$ cat src/rtl/pwm_capture.sv
// pwm_capture: measures high time of three PWM phases over windows of max(periodTop,2) cycles.
// Latency: result valid L+1 edges after enable is sampled high, then one result every L cycles.
// Backpressure: valid/ready; an unaccepted result causes the new one to be dropped and flags overrun.
module pwm_capture #(
  parameter int D_WIDTH = 19
) (
  input  logic               clk,
  input  logic               rstb,
  input  logic               enable,
  input  logic [D_WIDTH-1:0] periodTop,
  input  logic               pwmA_in,
  input  logic               pwmB_in,
  input  logic               pwmC_in,
  output logic [D_WIDTH-1:0] dutyA_out,
  output logic [D_WIDTH-1:0] dutyB_out,
  output logic [D_WIDTH-1:0] dutyC_out,
  output logic               valid_out,
  input  logic               ready_in,
  output logic               overrun_out,
  output logic               multi_out,
  input  logic               clear_in
);

  localparam logic IDLE = 1'b0;
  localparam logic RUN  = 1'b1;

  logic                    state;
  // First RUN cycle after IDLE only primes the pipeline: the pin sampled on the
  // enabling edge belongs to no window, so the first window starts one cycle later.
  logic                    prime;
  logic [2:0]              pwm_q;
  logic [2:0]              pwm_prev;
  logic [D_WIDTH-1:0]      len;
  logic [D_WIDTH-1:0]      win_cnt;
  logic [2:0][D_WIDTH-1:0] hi;
  logic [2:0][1:0]         edges;

  logic [2:0]              rise;
  logic [2:0][D_WIDTH-1:0] hi_fin;
  logic [2:0][1:0]         edge_fin;
  logic                    multi_hit;
  logic                    counting;
  logic                    win_end;
  logic                    accept;
  logic [D_WIDTH-1:0]      len_next;

  // Per-cycle window arithmetic: final counts including the current sample, saturating edge counts.
  always_comb begin
    rise      = pwm_q & ~pwm_prev;
    multi_hit = 1'b0;
    hi_fin    = '0;
    edge_fin  = '0;
    for (int i = 0; i < 3; i++) begin
      hi_fin[i]   = hi[i] + D_WIDTH'(pwm_q[i]);
      edge_fin[i] = (rise[i] && edges[i] != 2'd2) ? edges[i] + 2'd1 : edges[i];
      multi_hit   = multi_hit | edge_fin[i][1];
    end
    len_next = (periodTop < D_WIDTH'(2)) ? D_WIDTH'(2) : periodTop;
    counting = (state == RUN) && enable && !prime;
    win_end  = counting && (win_cnt == len - D_WIDTH'(1));
    accept   = win_end && (!valid_out || ready_in);
  end

  // Input register plus one-cycle history for rising-edge detection (kept across windows).
  always_ff @(posedge clk or posedge rstb) begin
    if (rstb) begin
      pwm_q    <= '0;
      pwm_prev <= '0;
    end else begin
      pwm_q    <= {pwmC_in, pwmB_in, pwmA_in};
      pwm_prev <= pwm_q;
    end
  end

  // FSM and window counters; a new window starts right after each window end.
  always_ff @(posedge clk or posedge rstb) begin
    if (rstb) begin
      state   <= IDLE;
      prime   <= 1'b0;
      len     <= D_WIDTH'(2);
      win_cnt <= '0;
      hi      <= '0;
      edges   <= '0;
    end else if (!enable) begin
      state   <= IDLE;
      prime   <= 1'b0;
      win_cnt <= '0;
      hi      <= '0;
      edges   <= '0;
    end else if (state == IDLE) begin
      state   <= RUN;
      prime   <= 1'b1;
      len     <= len_next;
      win_cnt <= '0;
      hi      <= '0;
      edges   <= '0;
    end else if (prime) begin
      prime <= 1'b0;
    end else if (win_end) begin
      len     <= len_next;
      win_cnt <= '0;
      hi      <= '0;
      edges   <= '0;
    end else begin
      win_cnt <= win_cnt + D_WIDTH'(1);
      hi      <= hi_fin;
      edges   <= edge_fin;
    end
  end

  // Result registers and handshake; a pending result is never overwritten.
  always_ff @(posedge clk or posedge rstb) begin
    if (rstb) begin
      dutyA_out <= '0;
      dutyB_out <= '0;
      dutyC_out <= '0;
      valid_out <= 1'b0;
    end else if (accept) begin
      dutyA_out <= hi_fin[0];
      dutyB_out <= hi_fin[1];
      dutyC_out <= hi_fin[2];
      valid_out <= 1'b1;
    end else if (valid_out && ready_in) begin
      valid_out <= 1'b0;
    end
  end

  // Sticky status flags; a set on the same edge as a clear takes priority.
  always_ff @(posedge clk or posedge rstb) begin
    if (rstb) begin
      overrun_out <= 1'b0;
      multi_out   <= 1'b0;
    end else begin
      overrun_out <= (win_end && !accept) | (overrun_out & ~clear_in);
      multi_out   <= (win_end && multi_hit) | (multi_out & ~clear_in);
    end
  end

endmodule

$ cat config.mk
export PLATFORM = sky130hd
export DESIGN_NAME = pwm_capture
export DESIGN_NICKNAME = d
export VERILOG_FILES = /design/src/rtl/pwm_capture.sv
export SDC_FILE = /design/constraint.sdc
export NUM_CORES = 1
export LEC_CHECK = 0
export ABC_CLOCK_PERIOD_IN_PS = 5500
export CAP_MARGIN = 20
export CORE_MARGIN = 2
export CORE_UTILIZATION = 50
export CTS_CLUSTER_DIAMETER = 200
export CTS_CLUSTER_SIZE = 16
export DETAILED_ROUTE_END_ITERATION = 8
export HOLD_SLACK_MARGIN = 0.1
export PLACE_DENSITY_LB_ADDON = 0.1
export REMOVE_ABC_BUFFERS = 1
export SKIP_CTS_REPAIR_TIMING = 1
export SLEW_MARGIN = 5
export SYNTH_ARGS = -nofsm -noshare
export SYNTH_HDL_FRONTEND = slang
export SYNTH_SLANG_ARGS = --single-unit
$ cat constraint.sdc
create_clock -name clk -period 5.5 [get_ports clk]
set_input_delay 1.1 -clock clk [delete_from_list [all_inputs] [get_ports clk]]
set_output_delay 1.1 -clock clk [all_outputs]
set_load 0.005 [all_outputs]
==> impl_metrics.xml <==
<?xml version="1.0" encoding="UTF-8"?>
<metrics>
  <group name="run_status">
    <metric name="run_status" unit="">finished, final reports clean</metric>
  </group>
  <group name="worst_setup_path">
    <metric name="timing.critical_path.arrival" unit="ns">4.44</metric>
    <metric name="worstSetupEndpointType" unit="">flop</metric>
    <metric name="timing.critical_path.from_type" unit="">flop</metric>
    <metric name="buffers_plus_inverters_on_the_worst_setup_path" unit="">2</metric>
    <metric name="path_delay_family" unit="">simple AND/OR/NAND/NOR gates</metric>
    <metric name="r2r_slack" unit="ns">1.37</metric>
    <metric name="path_class" unit="">reg -&gt; reg</metric>
    <metric name="cp.required" unit="ns">5.81</metric>
    <metric name="timing.critical_path.cells" unit="">inv_1, ha_1, nor3b_1, nor4b_2, nand3b_1, xnor2_1, or4_1, or4_4, nor2b_4, buf_4, mux2_2</metric>
    <metric name="slowest_delay" unit="ns">0.65</metric>
    <metric name="worstPathMaxFanout" unit="">30</metric>
    <metric name="timing.critical_path.slowest_stage_cell" unit="">sky130_fd_sc_hd__or4_4</metric>
  </group>
  <group name="logic_synthesis">
    <metric name="synth_area_per_inst" unit="um^2">10.6</metric>
    <metric name="synth_sequential_area_ratio" unit="">0.495</metric>
    <metric name="synth_top_area_cell" unit="">sky130_fd_sc_hd__dfrtp_1</metric>
    <metric name="synth.cell_area" unit="um^2">8540</metric>
    <metric name="synth_enable_flop_cells" unit="">0</metric>
    <metric name="synth_top_cells_by_area" unit="">sky130_fd_sc_hd__dfrtp_1 49%, sky130_fd_sc_hd__xnor2_1 9.2%, sky130_fd_sc_hd__mux2_2 5.8%</metric>
    <metric name="synth_warnings" unit="">0</metric>
    <metric name="yosysUniqueCellTypes" unit="">52</metric>
    <metric name="synth-seq-cells" unit="">169</metric>
    <metric name="synthArstFlopShare" unit="">1.00</metric>
    <metric name="post-synth-top-area-fraction" unit="">0.492</metric>
    <metric name="post_synth_inst_count" unit="">807</metric>
    <metric name="ys_dominant_reg_cell" unit="">sky130_fd_sc_hd__dfrtp_1</metric>
  </group>
  <group name="layout">
    <metric name="final_core_utilization" unit="">0.613</metric>
    <metric name="insertedDiodeCount" unit="">0</metric>
    <metric name="finish.net_count" unit="">925</metric>
    <metric name="finalNonFillerCells" unit="">1120</metric>
    <metric name="nFillCells" unit="">1294</metric>
    <metric name="synthToLayoutAreaGrowth" unit="%">19.5</metric>
    <metric name="register_area" unit="um^2">4230</metric>
    <metric name="multi_input_comb_area" unit="um^2">4110</metric>
    <metric name="design_area" unit="um^2">10200</metric>
    <metric name="layout-drive-gt1-share" unit="">0.109</metric>
  </group>
  <group name="floorplan">
    <metric name="initial_core_util" unit="">0.513</metric>
    <metric name="fp-row-count" unit="">47</metric>
    <metric name="fp.dieArea" unit="um^2">18100</metric>
    <metric name="coreArea" unit="um^2">16600</metric>
    <metric name="pin_count" unit="">87</metric>
    <metric name="horizontal_die_dimension" unit="um">135</metric>
    <metric name="die_height" unit="um">135</metric>
  </group>
  <group name="route">
    <metric name="routed_wl" unit="um">17200</metric>
    <metric name="vias_per_cell" unit="">5.36</metric>
    <metric name="postRouteAntennaNets" unit="">0</metric>
    <metric name="route.detailed.drc" unit="">0</metric>
    <metric name="num_vias" unit="">6004</metric>
    <metric name="dr_iter_0_viols" unit="">362</metric>
    <metric name="detailedRoute.firstPassIterationCount" unit="">4</metric>
    <metric name="wire_per_inst" unit="um">15.4</metric>
  </group>
  <group name="global_routing">
    <metric name="grtUsageTotal" unit="">0.203</metric>
    <metric name="grt_start_max_net_pins" unit="">108</metric>
    <metric name="globalRoute.totalOverflow" unit="">0</metric>
    <metric name="grt_antenna_before_repair" unit="">0</metric>
    <metric name="global_route_wire_length_before_repair" unit="um">29600</metric>
    <metric name="vias_in_the_first_global_route" unit="">6043</metric>
  </group>
  <group name="clock_tree">
    <metric name="tritoncts" unit="">built</metric>
    <metric name="numClockSinks" unit="">169</metric>
    <metric name="ctsRootBufferMaster" unit="">sky130_fd_sc_hd__clkbuf_16</metric>
    <metric name="cts_buffer_depth" unit="">2</metric>
    <metric name="clkSlewWorstSetupHoldPaths" unit="ns">0.07</metric>
    <metric name="tritoncts.num_buffers" unit="">17</metric>
    <metric name="later_pin_clock_latency_in_the_skew_report" unit="ns">0.43</metric>
    <metric name="depth_of_the_cts_h_tree" unit="">4</metric>
  </group>
  <group name="placement">
    <metric name="place_congestion" unit="">0.832</metric>
    <metric name="portBuffers" unit="">86</metric>
    <metric name="area_after_detailed_placement" unit="um^2">9580</metric>
    <metric name="numPlacedInstances" unit="">1088</metric>
    <metric name="hpwl_detailed" unit="um">11600</metric>
  </group>
  <group name="timing">
    <metric name="final-hold-violation-count" unit="">0</metric>
    <metric name="timing_max_transition_violations_final" unit="">0</metric>
    <metric name="clock_skew" unit="ns">0.00546</metric>
    <metric name="period_minus_slack" unit="ns">4.13</metric>
    <metric name="clock.fmax" unit="GHz">0.242</metric>
    <metric name="unrepaired_setup_endpoints_after_global_routing" unit="">no</metric>
    <metric name="fin_crit_sh" unit="">0.751</metric>
    <metric name="setup_viol_count_final" unit="">0</metric>
    <metric name="finalSetupTns" unit="ns">0</metric>
    <metric name="slew-limit-headroom" unit="">0.357</metric>
    <metric name="timing_worst_slew_pin_value" unit="ns">0.965</metric>
  </group>
  <group name="pwr">
    <metric name="pwr_density_cell" unit="nW/um^2">270</metric>
    <metric name="power.ir.vdd_worst" unit="mV">0.226</metric>
    <metric name="power.leakage" unit="nW">4.49</metric>
  </group>
  <group name="worst_hold_path">
    <metric name="timing.hold.worst.class" unit="">reg -&gt; reg</metric>
  </group>
  <group name="flow_run">
    <metric name="maxcap_viol_count" unit="">0</metric>
  </group>
</metrics>
## cells in the mapped netlist (all sizes together), types with 3 or more instances
cell    instances
dfrtp         168
nor2          117
xnor2          90
mux2           74
xor2           52
nand2          51
nand3          39
clkbuf         24
nor3           23
nor2b          18
a21oi          15
and3           13
nand3b         13
nor4           12
ha             11
inv            11
buf             8
nand4           8
or4             8
nand2b          6
a31oi           4
and2            4
nor3b           4
or2             4
mux2i           3
## stage by stage
| stage | hold slack, ns | power (W) | setup WS [ns] |
|---|---|---|---|
| floorplan | 0.372 | 0.00145 | -0.173 |
| global placement | 0.399 | 0.00151 | 1.19 |
| detailed placement | 0.400 | 0.00152 | 1.07 |
| CTS | 0.410 | 0.00278 | 1.35 |
| global route | 0.426 | 0.00286 | 1.08 |
| finish | 0.406 | 0.00276 | 1.37 |
## placed cells by master (no fill, tap or decap), types with 3 or more instances in the layout
cell / instances
sky130_fd_sc_hd__dfrtp_1: 167
sky130_fd_sc_hd__nor2_1: 117
sky130_fd_sc_hd__xnor2_1: 90
sky130_fd_sc_hd__clkdlybuf4s50_1: 86
sky130_fd_sc_hd__xor2_1: 52
sky130_fd_sc_hd__nand2_1: 51
sky130_fd_sc_hd__mux2_2: 44
sky130_fd_sc_hd__nand3_1: 38
sky130_fd_sc_hd__mux2_1: 30
sky130_fd_sc_hd__nor3_1: 23
sky130_fd_sc_hd__nor2b_1: 17
sky130_fd_sc_hd__clkbuf_16: 17
sky130_fd_sc_hd__a21oi_1: 15
sky130_fd_sc_hd__nand3b_1: 13
sky130_fd_sc_hd__and3_1: 13
sky130_fd_sc_hd__nor4_1: 12
sky130_fd_sc_hd__ha_1: 11
sky130_fd_sc_hd__inv_1: 10
sky130_fd_sc_hd__nand4_1: 8
sky130_fd_sc_hd__buf_4: 7
sky130_fd_sc_hd__or4_1: 6
sky130_fd_sc_hd__nand2b_1: 6
sky130_fd_sc_hd__and2_1: 4
sky130_fd_sc_hd__a31oi_1: 4
sky130_fd_sc_hd__nor3b_1: 4
sky130_fd_sc_hd__or2_2: 4
sky130_fd_sc_hd__clkinv_4: 4
sky130_fd_sc_hd__bufinv_16: 4
sky130_fd_sc_hd__mux2i_1: 3
sky130_fd_sc_hd__clkinv_2: 3
sky130_fd_sc_hd__clkinvlp_4: 3
## final timing paths
kind,from,endpoint,cells past startpoint
setup / recovery,len[0],dutyB_out[13],11
hold / removal,pwm_q[2],pwm_prev[2],0
setup reg to reg,len[0],dutyB_out[13],11
hold reg to reg,pwm_q[2],pwm_prev[2],0
max in group asynchronous,rstb,hi[37],3
min in group asynchronous,rstb,dutyB_out[18],2
## routing by layer
layer / global-route usage / wire length, um / vias to the layer above
met5: 0 / 0 / -
met4: 0.0602 / 230 / 0
met3: 0.0364 / 666 / 17
met2: 0.333 / 8130 / 125
met1: 0.277 / 8200 / 2966
li1: - / - / 2896
## power breakdown
group / leakage (nW) / internal, W / total [W] / switching [W]
clock network: 0.299 / 0.000761 / 0.00127 / 0.000505
logic: 1.89 / 0.0000812 / 0.000182 / 0.000101
registers: 2.30 / 0.00127 / 0.00131 / 0.0000379
total: 4.49 / 0.00211 / 0.00276 / 0.000644
## final cells by class
type                       instances  area share
sequential                       169       0.415
timing repair buffer              93      0.0895
tap                              220      0.0270
inverter                          11     0.00454
clock inverter                    15      0.0197
clock buffer                      17      0.0417
multi-input combinational        595       0.403
## sequential cells by signal, indices dropped and copies added (netlist names)
register     cells
dutyA_out       19
dutyB_out       19
dutyC_out       19
edges            6
hi              57
len             19
multi_out        1
overrun_out      1
prime            1
pwm_prev         3
pwm_q            3
state            1
valid_out        1
win_cnt         19
## kinds of logic (layout without fill, tap and decap cells)
group / after synthesis / after routing / share of synthesized area
adders and majority gates: 11 / 11 / 0.0161
muxes: 77 / 77 / 0.101
AOI/OAI and AO/OA: 35 / 35 / 0.0261
xor gates and xnor gates: 142 / 142 / 0.146
buffers and inverters: 43 / 136 / 0.0234
DFF: 169 / 169 / 0.495
and+or+nand+nor: 330 / 330 / 0.192
Note: power is estimated with default switching activity, not from simulation.
